## src/rtl/muldiv_sequencer_if.sv

```systemverilog
// muldiv_sequencer_if: request, mult/div unit handshake and HI/LO write port of the muldiv sequencer
interface muldiv_sequencer_if;
  logic start, op;
  logic [31:0] a_in, b_in;
  logic mult_start, mult_end;
  logic [31:0] mult_hi, mult_lo;
  logic div_start, div_done;
  logic [31:0] div_quot, div_rem;
  logic unit_reset;
  logic [31:0] hi_data, lo_data;
  logic hi_w, lo_w, busy, done, div_zero, timeout;
  modport master(
    output start, op, a_in, b_in, mult_end, mult_hi, mult_lo, div_done, div_quot, div_rem,
    input mult_start, div_start, unit_reset, hi_data, lo_data, hi_w, lo_w, busy, done, div_zero, timeout
  );
  modport slave(
    input start, op, a_in, b_in, mult_end, mult_hi, mult_lo, div_done, div_quot, div_rem,
    output mult_start, div_start, unit_reset, hi_data, lo_data, hi_w, lo_w, busy, done, div_zero, timeout
  );
endinterface

```

## src/rtl/muldiv_sequencer.sv

```systemverilog
// muldiv_sequencer: sequences the shared mult/div units and owns the HI/LO write port.
// Optional watchdog on the RUN state is enabled by defining MULDIV_TIMEOUT_EN.
module muldiv_sequencer #(
  parameter int TIMEOUT_CYCLES = 64,
  parameter int CNT_W = 7
) (
  input logic clk,
  input logic reset,
  muldiv_sequencer_if.slave bus
);
  typedef enum logic [2:0] {IDLE, CHECK, RUN, WRITE, DONE, ERR} state_t;
  state_t r_state, w_next;
  logic r_op, r_bz, w_flag, w_expire;
  logic [31:0] r_hi, r_lo;
  if (CNT_W < $clog2(TIMEOUT_CYCLES + 1)) begin : g_bad_cnt_w
    $error("CNT_W cannot hold TIMEOUT_CYCLES");
  end
  // the unit not selected by op cannot end the RUN state
  assign w_flag = r_op ? bus.div_done : bus.mult_end;
`ifdef MULDIV_TIMEOUT_EN
  logic [CNT_W-1:0] r_cnt;
  logic r_to;
  assign w_expire = !w_flag && r_cnt == CNT_W'(TIMEOUT_CYCLES - 1);
  always_ff @(posedge clk)
    if (reset) begin
      r_cnt <= '0;
      r_to <= 1'b0;
    end else begin
      r_cnt <= r_state == CHECK ? '0 : (r_state == RUN && r_cnt != '1) ? r_cnt + 1'b1 : r_cnt;
      r_to <= r_state == RUN && w_next == ERR;
    end
  assign bus.timeout = r_state == ERR && r_to;
  assign bus.div_zero = r_state == ERR && !r_to;
`else
  assign w_expire = 1'b0;
  assign bus.timeout = 1'b0;
  assign bus.div_zero = r_state == ERR;
`endif
  always_comb begin
    w_next = r_state;
    case (r_state)
      IDLE:    w_next = bus.start ? CHECK : IDLE;
      CHECK:   w_next = (r_op && r_bz) ? ERR : RUN;
      RUN:     w_next = w_flag ? WRITE : w_expire ? ERR : RUN;
      WRITE:   w_next = DONE;
      default: w_next = IDLE;
    endcase
  end
  always_ff @(posedge clk)
    if (reset) begin
      r_state <= IDLE;
      r_op <= 1'b0;
      r_bz <= 1'b0;
      r_hi <= '0;
      r_lo <= '0;
    end else begin
      r_state <= w_next;
      if (r_state == IDLE && bus.start) begin
        r_op <= bus.op;
        r_bz <= bus.b_in == '0;
      end
      if (r_state == RUN && w_flag) begin
        r_hi <= r_op ? bus.div_rem : bus.mult_hi;
        r_lo <= r_op ? bus.div_quot : bus.mult_lo;
      end
    end
  assign bus.mult_start = r_state == CHECK && !r_op;
  assign bus.div_start = r_state == CHECK && r_op && !r_bz;
  assign bus.unit_reset = r_state == ERR;
  assign bus.hi_w = r_state == WRITE;
  assign bus.lo_w = r_state == WRITE;
  assign bus.busy = r_state != IDLE;
  assign bus.done = r_state == DONE || r_state == ERR;
  assign bus.hi_data = r_hi;
  assign bus.lo_data = r_lo;
endmodule
```

## src/flat_wrapper.sv

```systemverilog
// flat-port wrapper written by rule: the top's interface ports become plain ports
module muldiv_sequencer_flat 
#(
  parameter int TIMEOUT_CYCLES = 64,
  parameter int CNT_W = 7
)
  (clk, reset, bus_start, bus_op, bus_a_in, bus_b_in, bus_mult_end, bus_mult_hi, bus_mult_lo, bus_div_done, bus_div_quot, bus_div_rem, bus_mult_start, bus_div_start, bus_unit_reset, bus_hi_data, bus_lo_data, bus_hi_w, bus_lo_w, bus_busy, bus_done, bus_div_zero, bus_timeout);
  muldiv_sequencer_if bus_i ();
  input logic clk;
  input logic reset;
  input wire logic [$bits(bus_i.start)-1:0] bus_start;
  input wire logic [$bits(bus_i.op)-1:0] bus_op;
  input wire logic [$bits(bus_i.a_in)-1:0] bus_a_in;
  input wire logic [$bits(bus_i.b_in)-1:0] bus_b_in;
  input wire logic [$bits(bus_i.mult_end)-1:0] bus_mult_end;
  input wire logic [$bits(bus_i.mult_hi)-1:0] bus_mult_hi;
  input wire logic [$bits(bus_i.mult_lo)-1:0] bus_mult_lo;
  input wire logic [$bits(bus_i.div_done)-1:0] bus_div_done;
  input wire logic [$bits(bus_i.div_quot)-1:0] bus_div_quot;
  input wire logic [$bits(bus_i.div_rem)-1:0] bus_div_rem;
  output wire logic [$bits(bus_i.mult_start)-1:0] bus_mult_start;
  output wire logic [$bits(bus_i.div_start)-1:0] bus_div_start;
  output wire logic [$bits(bus_i.unit_reset)-1:0] bus_unit_reset;
  output wire logic [$bits(bus_i.hi_data)-1:0] bus_hi_data;
  output wire logic [$bits(bus_i.lo_data)-1:0] bus_lo_data;
  output wire logic [$bits(bus_i.hi_w)-1:0] bus_hi_w;
  output wire logic [$bits(bus_i.lo_w)-1:0] bus_lo_w;
  output wire logic [$bits(bus_i.busy)-1:0] bus_busy;
  output wire logic [$bits(bus_i.done)-1:0] bus_done;
  output wire logic [$bits(bus_i.div_zero)-1:0] bus_div_zero;
  output wire logic [$bits(bus_i.timeout)-1:0] bus_timeout;
  assign bus_i.start = bus_start;
  assign bus_i.op = bus_op;
  assign bus_i.a_in = bus_a_in;
  assign bus_i.b_in = bus_b_in;
  assign bus_i.mult_end = bus_mult_end;
  assign bus_i.mult_hi = bus_mult_hi;
  assign bus_i.mult_lo = bus_mult_lo;
  assign bus_i.div_done = bus_div_done;
  assign bus_i.div_quot = bus_div_quot;
  assign bus_i.div_rem = bus_div_rem;
  assign bus_mult_start = bus_i.mult_start;
  assign bus_div_start = bus_i.div_start;
  assign bus_unit_reset = bus_i.unit_reset;
  assign bus_hi_data = bus_i.hi_data;
  assign bus_lo_data = bus_i.lo_data;
  assign bus_hi_w = bus_i.hi_w;
  assign bus_lo_w = bus_i.lo_w;
  assign bus_busy = bus_i.busy;
  assign bus_done = bus_i.done;
  assign bus_div_zero = bus_i.div_zero;
  assign bus_timeout = bus_i.timeout;
  muldiv_sequencer #(.TIMEOUT_CYCLES(TIMEOUT_CYCLES), .CNT_W(CNT_W)) u_core (.clk(clk), .reset(reset), .bus(bus_i));
endmodule
```

## config.mk

```make
export PLATFORM = sky130hd
export DESIGN_NAME = muldiv_sequencer_flat
export DESIGN_NICKNAME = d
export VERILOG_FILES = /design/src/rtl/muldiv_sequencer_if.sv /design/src/rtl/muldiv_sequencer.sv /design/src/flat_wrapper.sv
export SDC_FILE = /design/constraint.sdc
export NUM_CORES = 1
export LEC_CHECK = 0
export ABC_AREA = 1
export CORE_AREA = 2 2 104 106
export DETAILED_ROUTE_END_ITERATION = 10
export DIE_AREA = 0 0 106 108
export PLACE_DENSITY = 0.91
export SLEW_MARGIN = 10
export SYNTH_ARGS = -nofsm -noshare
export SYNTH_HDL_FRONTEND = slang
export SYNTH_SLANG_ARGS = --single-unit
```

## constraint.sdc

```tcl
create_clock -name clk -period 2.5 [get_ports clk]
set_input_delay 0.5 -clock clk [delete_from_list [all_inputs] [get_ports clk]]
set_output_delay 0.5 -clock clk [all_outputs]
set_load 0.005 [all_outputs]
```

==> impl_metrics.toml <==
[synth]
syn_area_um2 = 3420
seq_area_frac_synth = 0.404
synth_top_family_by_area = "simple AND/OR/NAND/NOR gates"
ys_types = 17
ys_seq_elements = 69
synth_nets = 756
synth_compound_area_frac = 0.101
yosysWarnings = 0
synthMuxAreaShare = 0
netlist_instances = 558
synth-adder-area-share = 0
syn_area_per_cell_um2 = 6.13
synth_simple_gate_area_frac = 0.413
synthXorXnorAreaFrac = 0

[die]
core_um2 = 10200
die_h_um = 108
die-area_um2 = 11400
die_x_um = 106
start_util = 0.334
pin_count = 271
rows = 37

[power]
total_power_mw = 2.64
power_leakage_nw = 2.39
vdd_drop_max_uv = 264
power_density_nw_per_um2 = 442

[clocking]
clk_pin_slew_ns = 0.07
cts_tree = "built"
cts_hold_buf = 0
clock_sinks = 69
cts_buffers = 9
htree_levels = 3
cts_buffer_depth = 2
post-cts-setup-buffers = 0
root_buffer = "clkbuf_8"
post_cts_resize_count = 0
clk_latency_ns = 0.33

[routing]
antenna_left = 0
drt-vias-per-instance = 4.58
wire_per_inst_um = 12.5
first_pass_iters = 4
drc = 0
dr_total_vias = 4188
wirelength_mm = 11.5
first_iter_violations = 220

[place]
place.gp.congestion = 0.790
dp_hpwl_mm = 8.50
port_buffers = 237

[timing]
finalHoldViolCount = 0
setup_violations = 0
finalCritPeriodShare = 0.902
fmax_mhz = 444
setup_tns_ns = 0
maxSlewViolCount = 0
worst_slew_pin_slew_ns = 0.701
relSlewSlack = 0.533
fin_crit_ns = 2.25
skew_ns = 0.0105
rsz0062_at_grt = "false"

[critical_path]
critPathLaunchType = "flip-flop"
cp_top_family = "simple AND/OR/NAND/NOR gates"
crit_path_top_delay_cell = "clkdlybuf4s50_1"
crit_top_cell = "nor2_1"
cp.arrival_ns = 1.75
critical_path_class = "flip-flop to output pin"
cp_cell_sequence = "nor2_1, nand2_1, nor2_1, clkdlybuf4s50_1"
cp.required_ns = 2.00
worst-path-max-fanout = 4
cpPeakStageDelay_ns = 0.54
path_buf_inv = 1
worst_setup_path_end_kind = "output pin"

[global_routing]
grt_pass1_wl_mm = 18.5
grt_usage = 0.202
antenna_found_initial = 0
grt_pass1_vias = 4046
grt_max_degree = 67
grt_overflow = 0

[finish]
mostFrequentLayoutCell = "nand2_1"
fillers = 966
syn2layout_area_growth_pct = 74.5
final_cell_mix = "336 x nand2_1, 236 x clkdlybuf4s50_1, 68 x dfxtp_1"
drive_gt1_frac = 0.0372
antennaDiodeCount = 0
final_nets = 973

[run_status]
status = "finished clean"

[job]
maxCapViolations = 0

[worst_hold_path]
hold_class = "flip-flop to flip-flop"
cell type report:
class | count | area [um^2] | area share
multi-input combinational | 442 | 1770 | 0.296
tap | 136 | 170 | 0.0285
clock buffer | 11 | 141 | 0.0237
timing repair buffer | 245 | 2450 | 0.411
clock inverter | 4 | 25.0 | 0.00419
sequential | 69 | 1380 | 0.232
inverter | 8 | 30.0 | 0.00503
worst min-delay path, stage by stage, from the launching register on:
cell	delay [ns]
dfxtp_1	0.31
nand2_1	0.06
a21oi_1	0.05
synth_stat cells:
cell type / number / area (um^2)
a2111oi_0: 1 / 8.76
a211oi_1: 1 / 7.51
a21oi_1: 65 / 325
buf_2: 12 / 60.1
buf_4: 10 / 75.1
buf_6: 6 / 67.6
clkbuf_1: 11 / 41.3
conb_1: 1 / 3.75
dfxtp_1: 69 / 1380
inv_1: 5 / 18.8
inv_2: 3 / 11.3
nand2_1: 337 / 1260
nand3_1: 3 / 15.0
nor2_1: 29 / 109
nor3_1: 3 / 15.0
nor3_2: 1 / 10.0
o21ai_0: 1 / 5.00
layer usage:
| metal | GRT usage | part of all wire | vias to the layer above |
|---|---|---|---|
| met5 | 0 | 0 | - |
| met4 | 0.0808 | 0.022 | 0 |
| met3 | 0.0663 | 0.091 | 20 |
| met2 | 0.366 | 0.49 | 191 |
| met1 | 0.217 | 0.40 | 1832 |
| li1 | - | - | 2145 |
path summary, 6_finish.rpt:
kind                       endpoint                   start  slack (ns)  cells past startpoint
max                  bus_mult_start       u_core.r_state[1]        0.25                      4
min          u_core.bus.hi_data[23]  u_core.bus.hi_data[23]        0.46                      2
max reg2reg   u_core.bus.lo_data[0]             u_core.r_op        0.67                      9
min reg2reg  u_core.bus.hi_data[23]  u_core.bus.hi_data[23]        0.46                      2
metrics by stage:
| step | worst slack, ns | area (um^2) | util | hold WS (ns) | cells |
|---|---|---|---|---|---|
| finish | 0.246 | 5970 | 0.583 | 0.463 | 915 |
| global route | 0.142 | 5970 | 0.583 | 0.481 | 915 |
| CTS | 0.231 | 5970 | 0.583 | 0.466 | 915 |
| detailed placement | 0.609 | 5800 | 0.567 | 0.454 | 900 |
| global placement | 0.618 | 5800 | 0.567 | 0.451 | 900 |
| floorplan | 1.14 | 3420 | - | 0.460 | 558 |
flip-flops by register name, indices dropped and copies added, names as in the netlist:
register            count
u_core.bus.lo_data     32
u_core.bus.hi_data     32
u_core.r_state          3
u_core.r_bz             1
u_core.r_op             1
power breakdown:
part / switching (mW) / internal [mW]
clock network: 0.409 / 0.379
logic: 0.300 / 0.391
registers: 0.0214 / 1.14
cell families after synthesis:
group	count (synthesis)
AND/OR/NAND/NOR	373
flip-flops	69
AO/OA/AOI/OAI	68
buffers and inverters	47
other	1
No activity file was read; power rests on OpenSTA's default activity.
==> RTL change 1, RTL diff (config.mk and constraints unchanged) <==
Re-encode `state_t` (6 states) as one-hot, 6 bits wide.
--- a/src/rtl/muldiv_sequencer.sv
+++ b/src/rtl/muldiv_sequencer.sv
@@ -10,3 +10,3 @@
 );
-  typedef enum logic [2:0] {IDLE, CHECK, RUN, WRITE, DONE, ERR} state_t;
+  typedef enum logic [5:0] {IDLE = 6'b000001, CHECK = 6'b000010, RUN = 6'b000100, WRITE = 6'b001000, DONE = 6'b010000, ERR = 6'b100000} state_t;
   state_t r_state, w_next;
Behaviour: same outputs for any inputs over 10 cycles, from zero or initial values and one cycle with reset high; not proved beyond that.
==> RTL change 1 against the unedited design <==
First-iteration DRC count shrank 35%; core utilization grew 5.0 points; design area grew 8.6%; power grew 3.3%; routed wire length shrank 2.0%; worst setup slack lost 0.13 ns; sequential cell count grew 3; synthesized area grew 15%; critical path type unchanged; highest routed layer unchanged.
==> RTL change 1: results (changes against the unedited design) <==
Final Skew - 0.00664 ns (-0.00385 ns)
most frequent cells after synthesis - 206 x nand2_1, 143 x nor2_1, 72 x dfxtp_1
uppermost layer routed - met4
met2 Use GR - 34.6% (-2.0 points)
pre-CTS setup slack - 0.471 ns (-0.138 ns)
Crit Reg-Reg Startpoint - u_core.r_op
WP data arrival - 1.89 ns (+0.14 ns)
synth top area cells - dfxtp_1 37%, nand2_1 20%, nor2_1 14%, nand3_2 13%, buf_12 3.1%
fin nets - 985 (+1.2%)
dpl cells - 912 (+1.3%)
clk_lat worst skew - 0.34 ns
met3 global-route usage - 6.15% (-0.48 points)
Reg2Reg Setup Slack - 0.73 ns (+0.06 ns)
worst r2r path cells - 8 (-1)
first-pass GRT wire length - 17,900 µm (-3.6%)
met1 WL - 4590 µm (+0.95%)
# diodes - 0 (unchanged)
Final GP Congestion - 0.765 (-3.1%)
CP Max Fanout - 4 (unchanged)
Syn Nets - 767 (+1.5%)
clk slew on worst S/H paths - 0.07 ns (about the same)
Yosys warnings - 0 (unchanged)
routed vias - 4,208 (+0.48%)
CTS H-tree lvls - 3 (unchanged)
all-layer global routing usage - 19.5% (-0.64 points)
static leakage - 2.46 nW (+2.8%)
clock root cell - clkbuf_8
TritonRoute pass-1 iters - 4 (unchanged)
status - finished clean
Met3 Routed Length - 1010 µm (-3.1%)
Syn Area/Cell - 6.89 µm² (+12%)
routed length per instance - 12.1 µm (-3.3%)
total length of routed met2 wires - 5350 µm (-4.6%)
ys async rst share - 0% (unchanged)
Max rail drop VDD - 0.300 mV (+13%)
register area share after synthesis - 36.8% (-3.6 points)
hold path depth - 2 (unchanged)
crit path from - u_core.r_state[3]
drt initial violations - 142 (-35%)
hold path start - u_core.bus.hi_data[25]
Total Wirelength - 11,200 µm (-2.0%)
vias in the first global route - 3,864 (-4.5%)
setup ws final - 0.113 ns (-0.133 ns)
DPL Wire Length - 8500 µm (about the same)
Placed Instance Area - 0.00627 mm² (+8.0%)
met1 Use GR - 21.5% (-0.24 points)
synth unique cells - 27 (+10)
Post-CTS Setup Bufs - 0 (unchanged)
largest net degree at the start of global routing - 71 (+6.0%)
share of cells above drive strength 1 - 11.9% (+8.1 points)
[RTL change 1: cell types whose count changed after synthesis, sizes merged, moves of 2 or more]
cell    unedited run  this run
nor3b              0         2
buf               28        22
a21oi             65         2
nor3               4         2
dfxtp             69        72
nand3              3        68
nand2            337       206
or2                0         2
nand4              0         4
clkbuf            11        16
nor2              29       161
[RTL change 1: cells by family after synthesis]
family | Yosys count | synth area share [%]
flops | 72 | 36.8
compound gates | 5 | 0.798
buf+inv | 45 | 8.49
other cells | 1 | 0.0957
simple gates | 446 | 53.8
[RTL change 1: area by class of cell]
class,count,area [µm²]
fill,873,3750
timing repair buffer,245,2480
multi-input combinational,452,2140
sequential,72,1440
tap,136,170
clock buffer,13,149
clock inverter,3,65.1
inverter,7,26.3
[RTL change 1: critical path, cell delays in order (launching register included)]
cell	delay [ns]
dfxtp_1	0.33
nor2_1	0.20
nand2_1	0.11
nor3b_1	0.32
clkdlybuf4s50_1	0.59
[RTL change 1: where the power goes]
part           total (mW)  switching (mW)  leakage [nW]  internal, mW
Combinational       0.560           0.244          1.77         0.315
Clock               0.999           0.410         0.108         0.590
Sequential           1.17         0.00875         0.581          1.16
Total                2.73           0.663          2.46          2.06
[RTL change 1: path summary, 6_finish.rpt]
check / end
worst min-delay path: u_core.bus.hi_data[25]
worst max register to register: u_core.bus.lo_data[8]
worst max-delay path: bus_div_zero
worst min register to register: u_core.bus.hi_data[25]
[RTL change 1: stage by stage]
step	power, mW	hold WS [ns]
global route	2.87	0.503
floorplan	1.43	0.456
global placement	1.75	0.462
detailed placement	1.76	0.471
finish	2.73	0.481
CTS	2.77	0.485
==> RTL change 2, RTL diff (config.mk and constraints unchanged) <==
Made on the original files. The option `MULDIV_TIMEOUT_EN` is turned on by a define.
--- a/src/rtl/muldiv_sequencer.sv
+++ b/src/rtl/muldiv_sequencer.sv
@@ -2,2 +2,4 @@
 // Optional watchdog on the RUN state is enabled by defining MULDIV_TIMEOUT_EN.
+`define MULDIV_TIMEOUT_EN
+
 module muldiv_sequencer #(
Behaviour: no difference found for any inputs over 10 cycles, from zero or initial values and one cycle with reset high; that may be too few to reach the edited logic, so the function may still have changed.
==> RTL change 2 against the unedited design <==
Clock skew about the same; sequential cell count up 8; routed wire length increased by 5.8%; register-to-register slack gained 0.25 ns; clock power up 24%; power grew 17%; worst setup slack improved by 0.039 ns; design area is 8.2% higher; synthesized area grew 12%; largest cell class unchanged; first-iteration DRC count down 38%.
==> RTL change 2: results (changes against the unedited design) <==
status - finished clean
clkbuf count - 9 (-2)
net switching power - 0.875 mW (+20%)
CP Max Fanout - 3 (-1)
routed length per instance - 12.3 µm (-1.9%)
vias in the first global route - 4,288 (+6.0%)
Met3 Routed Length - 1010 µm (-3.5%)
routed vias - 4,459 (+6.5%)
Multi-In Gates - 485 (+9.7%)
fin nets - 1,045 (+7.4%)
pre-CTS setup slack - 0.447 ns (-0.162 ns)
clk slew on worst S/H paths - 0.09 ns (+0.02 ns)
number of vias per cell - 4.52 (-1.3%)
Max stage delay on crit path - 0.58 ns (+0.04 ns)
met2 Use GR - 37.3% (+0.69 points)
clk cell area share - 3.16% (+0.37 points)
Worst path top cell family by delay - buffers and inverters
drt initial violations - 137 (-38%)
nonclk buf count - 249 (+1.6%)
Sequential Power Share - 43.1% (-0.8 points)
clock power share - 31.6% (+1.7 points)
total length of routed met2 wires - 6020 µm (+7.4%)
fraction of area in multi-input gates - 30.6% (+0.95 points)
DPL Wire Length - 9280 µm (+9.1%)
synth top area cells - dfxtp_1 40%, nand2_1 22%, nor2_1 16%, o21ai_0 7.3%, buf_6 2.4%
PortBufs - 238 (+0.42%)
static leakage - 2.93 nW (+23%)
Cells after Synth - 622 (+11%)
Max rail drop VDD - 0.308 mV (+16%)
met1 Use GR - 22.3% (+0.56 points)
buffering overhead - 38.4% (-2.7 points)
Fillers - 913 (-5.5%)
sw frac - 28.3% (+0.62 points)
most frequent cells after synthesis - 222 x nand2_1, 165 x nor2_1, 77 x dfxtp_1
Placed Instance Area - 0.00625 mm² (+7.8%)
synth unique cells - 20 (+3)
first-pass GRT wire length - 19,100 µm (+2.9%)
sequential share of cell area - 23.9% (+0.73 points)
Syn Nets - 821 (+8.6%)
WP data arrival - 1.71 ns (-0.04 ns)
dpl cells - 971 (+7.9%)
register area share after synthesis - 40.3% (-0.068 points)
share of cells above drive strength 1 - 4.00% (+0.27 points)
Post-Syn Area - 0.00382 mm² (+12%)
number of synthesized register bits - 77 (+12%)
Slew headroom - 55.4% (+2.2 points)
Multi-input gate area - 0.00197 mm² (+12%)
met1 WL - 4800 µm (+5.5%)
all-layer global routing usage - 20.5% (+0.36 points)
Final GP Congestion - 0.849 (+7.5%)
## RTL change 2: cell count changes in the layout (fill, tap and decap cells not counted), moves of 5 or more
cell and delta:
o21ai_1 +12, nand3_1 +5, a21oi_1 -55, o21ai_0 +55
inv_1 +15, nand2_1 -114, dfxtp_1 +8, nor2_1 +136
## RTL change 2: kinds of logic (layout without fill, tap and decap cells)
group                    Yosys count  count (layout)  share of synthesized area (%)
AO/OA/AOI/OAI                     80              80                           10.6
AND/OR/NAND/NOR                  402             402                           40.2
flip-flops                        77              77                           40.3
XOR/XNOR                           2               2                          0.458
adder cells (fa/ha/maj)            1               1                          0.327
buffers and inverters             60             289                           8.05
## RTL change 2: worst paths after layout
path,start,to,slack [ns],cells past startpoint
max,u_core.r_state[0],bus_lo_w,0.29,3
min,u_core.bus.lo_data[26],u_core.bus.lo_data[26],0.50,2
max reg2reg,u_core.r_cnt[0],u_core.r_state[1],0.92,5
min reg2reg,u_core.bus.lo_data[26],u_core.bus.lo_data[26],0.50,2
